<file path="src/rtl/axi_wrr_arbiter.sv">
`timescale 1ns/1ps
// axi_wrr_arbiter
// Weighted round-robin arbiter in front of one slave-side mux. A grant covers one
// whole transaction and is held until the owner's end_tx pulse. Each master spends
// one credit per grant. Credits are reloaded from weight when no valid requester has
// credit left. A requester that has waited MAX_WAIT cycles is promoted ahead of the
// credit and round-robin rules. A watchdog revokes a grant that never sees end_tx.
module axi_wrr_arbiter #(
  parameter int N_MST    = 3,
  parameter int WEIGHT_W = 4,
  parameter int MAX_WAIT = 64,
  parameter int TIMEOUT  = 1024
) (
  input  logic                      ACLK,
  input  logic                      ARESET,
  input  logic [N_MST-1:0]          req,
  input  logic [N_MST-1:0]          req_rw,
  input  logic [N_MST-1:0]          blocked,
  input  logic [N_MST-1:0]          end_tx,
  input  logic [N_MST*WEIGHT_W-1:0] weight,
  output logic [N_MST-1:0]          grant,
  output logic                      grant_rw,
  output logic [$clog2(N_MST)-1:0]  grant_id,
  output logic                      busy,
  output logic                      timeout
);

  localparam int ID_W   = $clog2(N_MST);
  localparam int WAIT_W = $clog2(MAX_WAIT + 1);
  localparam int WDOG_W = $clog2(TIMEOUT);
  localparam logic [WAIT_W-1:0] WAIT_SAT  = WAIT_W'(MAX_WAIT);
  localparam logic [WDOG_W-1:0] WDOG_LAST = WDOG_W'(TIMEOUT - 1);

  typedef enum logic {
    S_IDLE = 1'b0,
    S_OWN  = 1'b1
  } state_t;

  state_t                         state_q, state_d;
  logic [N_MST-1:0][WEIGHT_W-1:0] w_eff, credit_q, credit_d;
  logic [N_MST-1:0][WAIT_W-1:0]   wait_q, wait_d;
  logic [ID_W-1:0]                start_q, start_d;
  logic [WDOG_W-1:0]              wdog_q, wdog_d;
  logic [N_MST-1:0]               grant_d;
  logic                           grant_rw_d;
  logic [ID_W-1:0]                grant_id_d;
  logic                           timeout_d;

  logic [N_MST-1:0]               v, has_credit, cand;
  logic                           owner_end, arb_en, need_reload;
  logic                           starve_hit, win_hit;
  logic [ID_W-1:0]                starve_idx, rr_idx, win_idx;

  // Effective weight per master: a programmed 0 behaves as 1 so nobody is locked out.
  always_comb begin
    for (int i = 0; i < N_MST; i++) begin
      w_eff[i] = (weight[i*WEIGHT_W +: WEIGHT_W] == '0) ? WEIGHT_W'(1)
                                                        : weight[i*WEIGHT_W +: WEIGHT_W];
    end
  end

  // Winner selection: starved requester first, else credit-holders in rotating order.
  always_comb begin
    v           = req & ~blocked;
    for (int i = 0; i < N_MST; i++) has_credit[i] = |credit_q[i];
    owner_end   = (state_q == S_OWN) && |(end_tx & grant);
    arb_en      = (state_q == S_IDLE) || owner_end;
    // When no valid requester has credit, the search runs on the reloaded credits,
    // which are all non-zero, so every valid requester is a candidate.
    need_reload = |v && !(|(v & has_credit));
    cand        = need_reload ? v : (v & has_credit);

    starve_hit = 1'b0;
    starve_idx = '0;
    for (int i = N_MST - 1; i >= 0; i--) begin
      if (v[i] && wait_q[i] == WAIT_SAT) begin
        starve_hit = 1'b1;
        starve_idx = ID_W'(i);
      end
    end

    // start_q is the slot after the last winner, so the previous owner is searched last.
    rr_idx = '0;
    for (int k = N_MST - 1; k >= 0; k--) begin
      if (cand[(int'(start_q) + k) % N_MST]) rr_idx = ID_W'((int'(start_q) + k) % N_MST);
    end

    win_hit = arb_en && |v;
    win_idx = starve_hit ? starve_idx : rr_idx;
  end

  // Next-state logic: ownership, watchdog, credits and wait counters.
  always_comb begin
    // NOTE: every signal gets its hold/default value first so no path leaves it unassigned (no latches).
    state_d    = state_q;
    grant_d    = grant;
    grant_rw_d = grant_rw;
    grant_id_d = grant_id;
    timeout_d  = 1'b0;
    wdog_d     = wdog_q;
    start_d    = start_q;
    credit_d   = credit_q;
    wait_d     = wait_q;

    case (state_q)
      S_IDLE: ;
      S_OWN: begin
        if (owner_end || wdog_q == WDOG_LAST) begin
          state_d    = S_IDLE;
          grant_d    = '0;
          grant_rw_d = 1'b0;
          grant_id_d = '0;
          wdog_d     = '0;
          timeout_d  = !owner_end;
        end else begin
          wdog_d = wdog_q + 1'b1;
        end
      end
      default: state_d = S_IDLE;
    endcase

    // A new grant overrides the release above (zero-bubble handoff).
    if (win_hit) begin
      state_d          = S_OWN;
      grant_d          = '0;
      grant_d[win_idx] = 1'b1;
      grant_rw_d       = req_rw[win_idx];
      grant_id_d       = win_idx;
      wdog_d           = '0;
      start_d          = (int'(win_idx) == N_MST - 1) ? '0 : win_idx + 1'b1;
      if (need_reload && !starve_hit) credit_d = w_eff;
      if (credit_d[win_idx] != '0) credit_d[win_idx] = credit_d[win_idx] - 1'b1;
    end

    for (int i = 0; i < N_MST; i++) begin
      if (!req[i] || (win_hit && win_idx == ID_W'(i))) begin
        wait_d[i] = '0;
      end else if (v[i] && !grant[i] && wait_q[i] != WAIT_SAT) begin
        wait_d[i] = wait_q[i] + 1'b1;
      end
    end
  end

  // State register with synchronous reset.
  always_ff @(posedge ACLK) begin
    // NOTE: sequential state uses non-blocking assignments so all registers update together.
    if (ARESET) begin
      state_q  <= S_IDLE;
      grant    <= '0;
      grant_rw <= 1'b0;
      grant_id <= '0;
      timeout  <= 1'b0;
      // NOTE: the counter arrays are reset because the first arbitration reads them.
      credit_q <= w_eff;
      wait_q   <= '0;
      start_q  <= '0;
      wdog_q   <= '0;
    end else begin
      state_q  <= state_d;
      grant    <= grant_d;
      grant_rw <= grant_rw_d;
      grant_id <= grant_id_d;
      timeout  <= timeout_d;
      credit_q <= credit_d;
      wait_q   <= wait_d;
      start_q  <= start_d;
      wdog_q   <= wdog_d;
    end
  end

  assign busy = |grant;

endmodule
</file>
<file path="config.mk">
export PLATFORM = sky130hd
export DESIGN_NAME = axi_wrr_arbiter
export DESIGN_NICKNAME = d
export VERILOG_FILES = /design/src/rtl/axi_wrr_arbiter.sv
export SDC_FILE = /design/constraint.sdc
export NUM_CORES = 1
export LEC_CHECK = 0
export ABC_AREA = 0
export ABC_CLOCK_PERIOD_IN_PS = 5430
export CAP_MARGIN = 15
export CORE_MARGIN = 5
export CORE_UTILIZATION = 57
export DETAILED_ROUTE_END_ITERATION = 10
export PLACE_DENSITY = 0.77
export SLEW_MARGIN = 20
export SYNTH_ARGS = -nofsm -noshare
export SYNTH_HDL_FRONTEND = slang
export SYNTH_SLANG_ARGS = --single-unit
</file>
<file path="constraint.sdc">
create_clock -name ACLK -period 5.43 [get_ports ACLK]
set_clock_uncertainty 0.1 [all_clocks]
set_input_delay 0.8145 -clock ACLK [delete_from_list [all_inputs] [get_ports ACLK]]
set_output_delay 0.8145 -clock ACLK [all_outputs]
set_load 0.02 [all_outputs]
</file>
==> results of run 1 <==
[final cells by class]
class                      count  area, um2
multi-input combinational    290       1850
fill                         470       1780
sequential                    53       1180
timing repair buffer          37        360
tap                           72       90.1
clock buffer                   6       82.6
inverter                      19       71.3
clock inverter                 2       17.5
[per-layer routing]
layer / routed length (um) / global-route usage, % / part of all wire, %
met1: 3390 / 26.9 / 47
met2: 3340 / 34.1 / 47
met3: 352 / 4.61 / 4.9
met4: 56 / 4.46 / 0.78
met5: 0 / 0 / 0
[flip-flops by register name, indices dropped and copies added (netlist names)]
register and count:
credit_q 12, grant 3, grant_id 2, grant_rw 1
start_q 2, state_q 1, timeout 1, wait_q 21
wdog_q 10
[worst max path at each step]
stage              endpoint  slack [ps]  cells after the start
2_1_floorplan   credit_q[7]        1190                     15
3_3_place_gp   credit_q[11]         540                     15
3_5_place_dp   credit_q[11]         450                     15
4_1_cts        credit_q[11]         780                     15
5_1_grt        credit_q[11]         490                     15
6_report       credit_q[11]         730                     15
[critical path: stages]
cell and delay [ps]:
clkdlybuf4s50_1 470, nand2b_1 220, nor3_1 110, a211oi_1 540, and4_1 310, mux2_2 360, nand2_1 70, o21ai_0 170
nor2_1 230, ha_1 320, nand2_1 80, o31a_1 380, o21ai_0 310, nor2b_1 210, a311oi_2 50
[cell families after synthesis]
kind of cell,count (synthesis),synth area share (%)
AO/OA/AOI/OAI,71,15.8
multiplexers,14,4.63
adder cells (fa/ha/maj),10,3.96
flip-flops,53,37.4
AND/OR/NAND/NOR,167,26.5
XOR/XNOR,28,7.76
buffers and inverters,28,3.96
[cell usage after synthesis, drive strengths merged, types with 2 or more instances]
cell | n | area, um2
nor2 | 51 | 191
xnor2 | 14 | 123
and3 | 7 | 45.1
xor2 | 14 | 123
o31a | 2 | 18.8
o22ai | 2 | 12.5
a31oi | 2 | 12.5
or2 | 2 | 12.5
mux2 | 5 | 56.3
a221oi | 2 | 17.5
edfxtp | 12 | 360
nor3 | 14 | 70.1
inv | 19 | 71.3
o21bai | 2 | 15.0
nand2 | 39 | 146
a311oi | 2 | 23.8
buf | 4 | 26.3
o21ai | 9 | 45.0
ha | 10 | 125
a211oi | 2 | 20.0
mux2i | 9 | 90.1
a22oi | 3 | 27.5
dfxtp | 41 | 821
o31ai | 4 | 35.0
a311o | 2 | 20.0
nand2b | 6 | 37.5
nor4 | 6 | 37.5
nand3 | 8 | 40.0
nand4 | 10 | 62.6
nor2b | 3 | 18.8
clkbuf | 4 | 15.0
or3 | 3 | 18.8
a21oi | 26 | 130
or4 | 5 | 48.8
and2 | 3 | 21.3
nand3b | 3 | 22.5
and2b | 3 | 26.3
[power groups by stage]
stage               Clock, mW  Sequential (mW)  Combinational [mW]
finish                  0.239            0.479               0.399
detailed placement          0            0.487               0.394
global route            0.265            0.485               0.434
CTS                     0.249            0.478               0.395
floorplan                   0            0.484               0.287
global placement            0            0.487               0.390
==> out/results.ini, run 1 <==
[run_status]
status = finished clean

[layout]
layout_common_cells = nor2_1 (51), dfxtp_1 (41), nand2_1 (39), clkdlybuf4s50_1 (33), a21oi_1 (26)
layout_commonest_cell = nor2_1
fin_nets = 442
area_growth_pct = 15.7
drive_gt1_share_pct = 8.85
final_cells = 479
antenna_cells = 0
design_area_um2 = 3660
utilization_pct = 67.2

[pwr]
leakage_nw = 1.34
p_sw_mw = 0.392
pwr-share-clk_pct = 21.4
p_per_area_nw_per_um2 = 305
power_frac_comb_pct = 35.7
swShare_pct = 35.1
vdd_drop_max_mv = 0.183
power_mw = 1.12
pwr-share-seq_pct = 42.9
power.internal_mw = 0.725

[routing]
vias = 2742
ant_nets = 0
dr.pass1.iters = 4
via_per_inst = 5.72
wl_mm = 7.14
drt_first_iter_violations = 159
drc_errors = 0
routedWlPerCell_um = 14.9

[critical_path]
path_class = in -> reg
critPathArrivalTime_ps = 4640
r2r-end = credit_q[7]
r2r_start = credit_q[0]
path_max_fanout = 6
reg2reg_slack_ps = 1060
critPathLaunchType = input port
critPathLaunch = blocked[1]
cp-end-kind = flop
rr_worst_depth = 14
crit_required_ps = 5370

[synth]
yosys_most_used_dff = dfxtp_1
yosysWarnings = 0
ys_ff_latch = 53
ys_types = 65
synth-seq-area-share_pct = 37.4
syn_area_per_cell_um2 = 8.52
syn-cell-area_um2 = 3160
synth_fp_nets = 407
synth_edf_count = 12
synth_cells = 371
async_reset_ff_share_pct = 0

[sta]
hold_viol_final = 0
finalWorstSetupSlack_ps = 727
relSlewSlack_pct = 42.6
worst_slew_pin_slew_ps = 855
fin_hold_ws_ps = 373
finalSetupViolCount = 0
min_period_ps = 4700
finalCritPeriodShare_pct = 86.6
maxSlewViolCount = 0
grt_setup_unrepaired = no
max_clock_freq_mhz = 213
tns_ps = 0

[hold_path]
hold_depth = 2
min_from = grant_id[0]
hp-class = reg -> reg
holdPathEnd = grant_id[0]

[clocking]
hold_buffers = 0
cts_setup_buffers = 0
clockBufferDepth = 2
numCtsBuffers = 5
clkTransAtPathRegs_ps = 100
clk_latency_ps = 310
cts.sinks = 53
ctsResizeCount = 0
htreeDepth = 2
cts_tree = done
root_buffer = clkbuf_8

[floorplan]
num_rows = 27
fp.dieArea_um2 = 7130
core_area_um2 = 5440
start_util_pct = 58.1
io_pins = 34
die_h_um = 84.5
die-width_um = 84.5

[placement]
hpwlAfterDp_mm = 5.51
portBuffers = 33
placed_area_um2 = 3560
place_congestion = 0.933
placed_cells = 471
dp_slack_ps = 452

[global_route]
grt_max_degree = 34
antenna_found_initial = 0
gr-total-overflow = 0
grt_pass1_wl_mm = 12.0
grt_pass1_vias = 2603
grt_usage_pct = 20.4

[flow_run]
maxCapViolCount = 0

No activity file was read; power rests on OpenSTA's default activity.
==> run 2, diff against run 1 <==
CTS_CLUSTER_DIAMETER = 100   (was unset)
==> results of run 2 <==
No change in the layout: final DEF, timing and power equal those of run 1.
